### src/rtl/aes_block_sequencer.sv
// Start/done handshake controller for a single-block AES core, with block counter and watchdog.
// Build option: define AES_SEQ_CBC_EN to compile in CBC chaining (default build is ECB only).
module aes_block_sequencer #(
  parameter int TIMEOUT = 16,
  parameter int CNT_W   = 32
) (
  input  logic             clk,
  input  logic             rst_n,
  input  logic             cfg_encrypt,
  input  logic [127:0]     cfg_key,
  input  logic             iv_load,
  input  logic [127:0]     iv,
  input  logic             in_valid,
  output logic             in_ready,
  input  logic [127:0]     in_data,
  output logic             out_valid,
  input  logic             out_ready,
  output logic [127:0]     out_data,
  output logic             core_start,
  output logic             core_encrypt,
  output logic [127:0]     core_data,
  output logic [127:0]     core_key,
  input  logic             core_done,
  input  logic [127:0]     core_result,
  output logic [CNT_W-1:0] blk_count,
  output logic             err
);
  localparam int              WC_W    = $clog2(TIMEOUT + 1);
  localparam logic [WC_W-1:0] WC_LAST = WC_W'(TIMEOUT - 1);

  typedef enum logic [1:0] {S_IDLE, S_ISSUE, S_WAIT, S_OUT} state_e;

  state_e           state_q, state_d;
  logic [WC_W-1:0]  wcnt_q, wcnt_d;
  logic [127:0]     core_data_q, core_data_d;
  logic [127:0]     core_key_q, core_key_d;
  logic             core_enc_q, core_enc_d;
  logic [127:0]     out_data_q, out_data_d;
  logic [CNT_W-1:0] blk_count_q, blk_count_d;
  logic             err_q, err_d;
  logic             accept, iv_take, done_ok;
  logic [127:0]     blk_in, blk_out;

  // in_ready is forced low while reset is asserted, not just by the IDLE state.
  assign in_ready = rst_n && (state_q == S_IDLE) && !iv_load;
  assign accept   = in_valid && in_ready;
  assign iv_take  = (state_q == S_IDLE) && iv_load;
  assign done_ok  = (state_q == S_WAIT) && core_done;

`ifdef AES_SEQ_CBC_EN
  logic [127:0] chain_q, chain_d;
  logic [127:0] pend_q, pend_d;

  assign blk_in  = cfg_encrypt ? (in_data ^ chain_q) : in_data;
  assign blk_out = core_enc_q ? core_result : (core_result ^ chain_q);

  // Decrypt chains on the ciphertext, held in pend_q until the block completes.
  always_comb begin
    chain_d = chain_q;
    pend_d  = pend_q;
    if (iv_take) chain_d = iv;
    if (accept)  pend_d  = in_data;
    if (done_ok) chain_d = core_enc_q ? core_result : pend_q;
  end

  always_ff @(posedge clk or negedge rst_n) begin
    if (!rst_n) begin
      chain_q <= '0;
      pend_q  <= '0;
    end else begin
      chain_q <= chain_d;
      pend_q  <= pend_d;
    end
  end
`else
  logic [127:0] unused_iv;
  assign unused_iv = iv;
  assign blk_in    = in_data;
  assign blk_out   = core_result;
`endif

  always_comb begin
    state_d     = state_q;
    wcnt_d      = wcnt_q;
    core_data_d = core_data_q;
    core_key_d  = core_key_q;
    core_enc_d  = core_enc_q;
    out_data_d  = out_data_q;
    blk_count_d = blk_count_q;
    err_d       = err_q;
    if (iv_take) err_d = 1'b0;
    unique case (state_q)
      S_IDLE: begin
        if (accept) begin
          core_data_d = blk_in;
          core_key_d  = cfg_key;
          core_enc_d  = cfg_encrypt;
          state_d     = S_ISSUE;
        end
      end
      S_ISSUE: begin
        wcnt_d  = '0;
        state_d = S_WAIT;
      end
      // core_done takes priority over the watchdog terminal count.
      S_WAIT: begin
        if (done_ok) begin
          out_data_d  = blk_out;
          blk_count_d = blk_count_q + CNT_W'(1);
          state_d     = S_OUT;
        end else if (wcnt_q == WC_LAST) begin
          err_d   = 1'b1;
          state_d = S_IDLE;
        end else begin
          wcnt_d = wcnt_q + WC_W'(1);
        end
      end
      S_OUT: begin
        if (out_ready) state_d = S_IDLE;
      end
      default: state_d = S_IDLE;
    endcase
  end

  always_ff @(posedge clk or negedge rst_n) begin
    if (!rst_n) begin
      state_q     <= S_IDLE;
      wcnt_q      <= '0;
      core_data_q <= '0;
      core_key_q  <= '0;
      core_enc_q  <= 1'b0;
      out_data_q  <= '0;
      blk_count_q <= '0;
      err_q       <= 1'b0;
    end else begin
      state_q     <= state_d;
      wcnt_q      <= wcnt_d;
      core_data_q <= core_data_d;
      core_key_q  <= core_key_d;
      core_enc_q  <= core_enc_d;
      out_data_q  <= out_data_d;
      blk_count_q <= blk_count_d;
      err_q       <= err_d;
    end
  end

  assign out_valid    = (state_q == S_OUT);
  assign core_start   = (state_q == S_ISSUE);
  assign core_encrypt = core_enc_q;
  assign core_data    = core_data_q;
  assign core_key     = core_key_q;
  assign out_data     = out_data_q;
  assign blk_count    = blk_count_q;
  assign err          = err_q;
endmodule

### config.mk
export PLATFORM = sky130hd
export DESIGN_NAME = aes_block_sequencer
export DESIGN_NICKNAME = d
export VERILOG_FILES = /design/src/rtl/aes_block_sequencer.sv
export SDC_FILE = /design/constraint.sdc
export NUM_CORES = 1
export LEC_CHECK = 0
export BUFFER_PORTS_ARGS = -buffer_cell sky130_fd_sc_hd__buf_2
export CAP_MARGIN = 20
export CORE_AREA = 2 2 362 364
export DETAILED_ROUTE_END_ITERATION = 10
export DIE_AREA = 0 0 364 366
export HOLD_SLACK_MARGIN = 0.03
export RECOVER_POWER = 50
export SKIP_CTS_REPAIR_TIMING = 1
export SLEW_MARGIN = 20
export SYNTH_ARGS = -nofsm -noshare
export SYNTH_HDL_FRONTEND = slang
export SYNTH_SLANG_ARGS = --single-unit
### constraint.sdc
create_clock -name clk -period 3.3 [get_ports clk]
set_input_delay 0.495 -clock clk [delete_from_list [all_inputs] [get_ports clk]]
set_output_delay 0.495 -clock clk [all_outputs]
set_load 0.05 [all_outputs]
== Yosys cells after proc, flatten, opt, wreduce, memory -nomap -nowiden ==
Index checks and enable logic that the tools add are counted.

* Add/subtract/negate cells: 2
* Equality and inequality tests: 9
* Mux-type cells: 12
* Reduce and logical (&&, ||, !) cells: 12

{| class="wikitable"
|+ Operator list
! kind !! number
|-
| $add 32x1->32 const B || 1
|-
| $mux 5 || 2
|-
| $pmux 5 s2 || 1
|-
| $mux 2 || 4
|-
| $pmux 2 s4 || 1
|-
| $ne 2x2->1 const B || 3
|-
| $reduce_and 3->1 || 2
|-
| $add 5x1->5 const B || 1
|-
| $eq 5x4->1 const B || 1
|-
| $logic_and 1x1->1 || 5
|-
| $eq 2x2->1 const B || 2
|-
| $mux 1 || 4
|-
| $reduce_and 2->1 || 2
|-
| $ne 3x2->1 const B || 1
|-
| $eq 2x1->1 const B || 1
|-
| $logic_not 2->1 || 1
|-
| $ne 2x1->1 const B || 1
|-
| $reduce_bool 2->1 || 1
|-
| $logic_not 1->1 || 1
|}

* Flip-flop bits (word level): 425
* Input port bits: 519
* Output and inout bits: 421
* Logic and storage cells: 43

== Depth between registers and ports, before layout ==
* Depth in word-level cells: 6
* Gate-level depth with buffers: 9
* Gate-level depth less buffers: 7

== Worst setup path after synthesis ==
No wires, ideal clock.

* Path type: register to register
* From: register blk_count_q[5] (netlist: blk_count[5])
* To: register blk_count_q[26] (netlist: blk_count[26])
* Data arrival time: 1876 ps
* Path slack: 1342 ps
* Stages on the path, launching flop included: 6
* Buffers on the path: 1
* Cells stage by stage: dfrtp_1 nand4_2 or3_4 buf_6 nor4b_4 xor2_1

* Word-level cells in the longest chain between the ends: 1

{| class="wikitable"
|+ RTL lines
! element !! RTL line !! RTL
|-
| start: declaration || 39 || <nowiki>logic [CNT_W-1:0] blk_count_q, blk_count_d;</nowiki>
|-
| start signal: assignment || 142 || <nowiki>blk_count_q <= blk_count_d;</nowiki>
|-
| $add 32x1->32 || 109 || <nowiki>blk_count_d = blk_count_q + CNT_W'(1);</nowiki>
|}

No other way between the ends.
A chain may end at the register's enable or synchronous reset.

== Worst setup path in the final report ==
* From: input port rst_n
* To: output port in_ready

* Word-level cells in the longest chain between the ends: 2

{| class="wikitable"
|+ RTL lines
! element !! RTL line !! RTL
|-
| start: declaration || 8 || <nowiki>input logic rst_n,</nowiki>
|-
| $logic_and 1x1->1 (2 in a row) || 45 || <nowiki>assign in_ready = rst_n && (state_q == S_IDLE) && !iv_load;</nowiki>
|-
| end: declaration || 14 || <nowiki>output logic in_ready,</nowiki>
|}

No other way between the ends.

==> impl_results.md <==
* Leak pwr at 0.0117 uW
* DP Wirelength at 64,000 um
* Initial antenna violation count at 34
* Post-Syn Nets at 1,804
* Largest net degree at the start of global routing at 132
* Relative slew slack at -38.1%
* Startpoint types: primary input
* VDD IR max at 0.000849 V
* Layout Skew at 0.0184 ns
* Pwr Density at 1250 nW/um^2
* CP Data Arrival Time at 2.14 ns
* Final number of max-transition violations at 220
* Final Cycle Share at 79.9%
* Drt pass-1 iters at 7
* WP data required at 2.80 ns
* Fill cells at 14,300
* Mapped Cells at 1,277
* Crit Path Category: in2out
* RSZ-0062 raised after global routing: false
* Die Span Y at 366 um
* Commonest non-fill, non-tap cell in the layout: buf_2
* DRT iter0 DRCs at 733
* Area growth syn-to-layout at 47.2%
* Cell Area, Synth at 16,300 um^2
* Seq. cell area at 10,600 um^2
* Clock H-tree levels at 2
* Seq/Total Area, Yosys at 65.3%
* Routed vias/inst at 3.38
* Minimum clock period at 2.64 ns
* Ys async rst share at 100%
* Synth area leaders: dfrtp_1 65%, mux2_2 18%, nand2_1 9.3%, buf_2 1.0%, xnor2_1 0.86%
* Gpl congestion at 0.921
* Cell Rows at 132
* Core area at 129,000 um^2
* Clock-pin slew on the worst setup and hold paths at 0.06 ns
* Setup_tns at 0 ns
* CTS max path bufs at 3
* Residual antenna-violating net count after detailed routing at 0
* Routed len/inst at 20.1 um
* Share of cells above drive strength 1 at 45.7%
* Vias in the first global route at 13,800
* #FFs+latches synth at 425
* Yosys top cell by area: dfrtp_1
* Top-area cell type share of the netlist area at 65.3%
* Worst skew pair latency at 0.63 ns
* Final Hold Vio Count at 0
* Failing checks: max-capacitance violations, max-slew violations
* Synth warn at 0
* Max cap viols at 2
* Layout net count at 2,632
* Status: finished with violations
* Ys flop type: dfrtp_1
* Hold slack at 0.0601 ns
* CP startpoint: rst_n
* Netlist cell types at 34
* Most frequent cells in the layout: 602 x buf_2, 425 x dfrtp_1, 403 x nand2_1
* Mean Syn Cell Area at 12.8 um^2
* DR vias at 13,200
* Grt total ovfl at 0
* Clock Tree Root: clkbuf_16
* I/O pin cnt at 940
* Tightest Pin Transition at 2.07 ns
* FMAX at 0.379 GHz
* HP Start: core_result[60]
* First-pass GRT wire length at 106,000 um
* Worst min path class: in2reg
* Cts bufs inserted at 51
* Die X at 364 um
* Crit Path Max Fanout at 26
* Port Buf Inserts at 811
* # setup viols final at 0
* CP Capture Type: output port
* Die area at 133,000 um^2
* GRT Total Usage at 11.4%
* Reg2reg start: state_q[0]$_DFFE_PN0P_
* Multi-input gate area at 5340 um^2
* DRT Wirelength at 78,100 um
* DR DRC count at 0
* Initial Utilization at 12.6%
* TritonCTS clock tree: built
* CTS Sinks at 425
* Post-synth EDFFs at 0
==> kinds of logic after synthesis <==
group	count (synthesis)	share of synthesized area [%]
and+or+nand+nor	466	12.1
DFF	425	65.3
muxes	257	17.8
buffers and inverters	75	2.03
xor gates and xnor gates	30	1.61
AOI/OAI and AO/OA	16	0.584
adders and majority gates	8	0.614
==> power by group <==
group / switching, uW / internal [uW]
Sequential: 1430 / 7550
Clock: 2400 / 3340
Combinational: 12100 / 3070
Total: 15900 / 14000
==> state kept, by name (all words and copies together), names as in the netlist <==
register / flops
out_data: 128
wcnt_q: 5
core_encrypt: 1
core_data: 128
blk_count: 32
err: 1
core_key: 128
state_q: 2
==> critical path, cell delays in order <==
cell,delay (ns)
dlygate4sd3_1,0.58
buf_8,0.17
buf_4,0.35
nand2_1,0.13
nor2_1,0.11
buf_2,0.27
==> layer usage <==
metal,up-vias,share of wire (%),GRT usage [%]
met5,-,0.26,0
met4,32,3.9,4.40
met3,137,11,5.23
met2,701,47,18.8
met1,6411,38,12.7
li1,5891,-,-
==> per-stage QoR <==
stage                     cells  setup WS (ns)  area, um^2  power (uW)  utilization (%)
after floorplan            1277           1.34       16300       19600                -
after global placement     3790          0.995       22500       24700             17.5
after detailed placement   3790          0.928       22500       24900             17.5
after CTS                  3879          0.872       24200       30800             18.8
after global routing       3889          0.352       24000       31500             18.6
final                      3892          0.664       24000       29900             18.6
==> cell type report <==
cell class / instances / area share [%]
diodes: 9 / 0.0939
clock buffers: 68 / 6.09
clock inverters: 21 / 0.944
inverters: 14 / 0.219
multi-input cells: 777 / 22.3
flip-flops and latches: 425 / 44.3
well taps: 1742 / 9.09
repair buffers: 836 / 17.0
==> synthesized netlist by cell type (4+ instances only) <==
| master | number |
|---|---|
| nor2_1 | 7 |
| nand3_1 | 13 |
| nand2_1 | 404 |
| nor3_2 | 5 |
| xor2_1 | 14 |
| nand4_1 | 12 |
| ha_1 | 8 |
| o21ai_0 | 9 |
| xnor2_1 | 16 |
| buf_2 | 33 |
| clkbuf_1 | 27 |
| inv_1 | 14 |
| and3_1 | 4 |
| mux2_2 | 257 |
| dfrtp_1 | 425 |
==> worst paths after layout <==
path | to | cells after the start | slack [ns]
setup / recovery | in_ready | 6 | 0.66
hold / removal | out_data[60]$_DFFE_PN0P_ | 3 | 0.06
setup reg to reg | blk_count[27]$_DFFE_PN0P_ | 6 | 0.89
hold reg to reg | out_data[58]$_DFFE_PN0P_ | 2 | 0.47
max in group asynchronous | core_data[60]$_DFFE_PN0P_ | 3 | 0.74
min in group asynchronous | out_data[22]$_DFFE_PN0P_ | 3 | 0.59
Power figures use the tool's default switching activity.
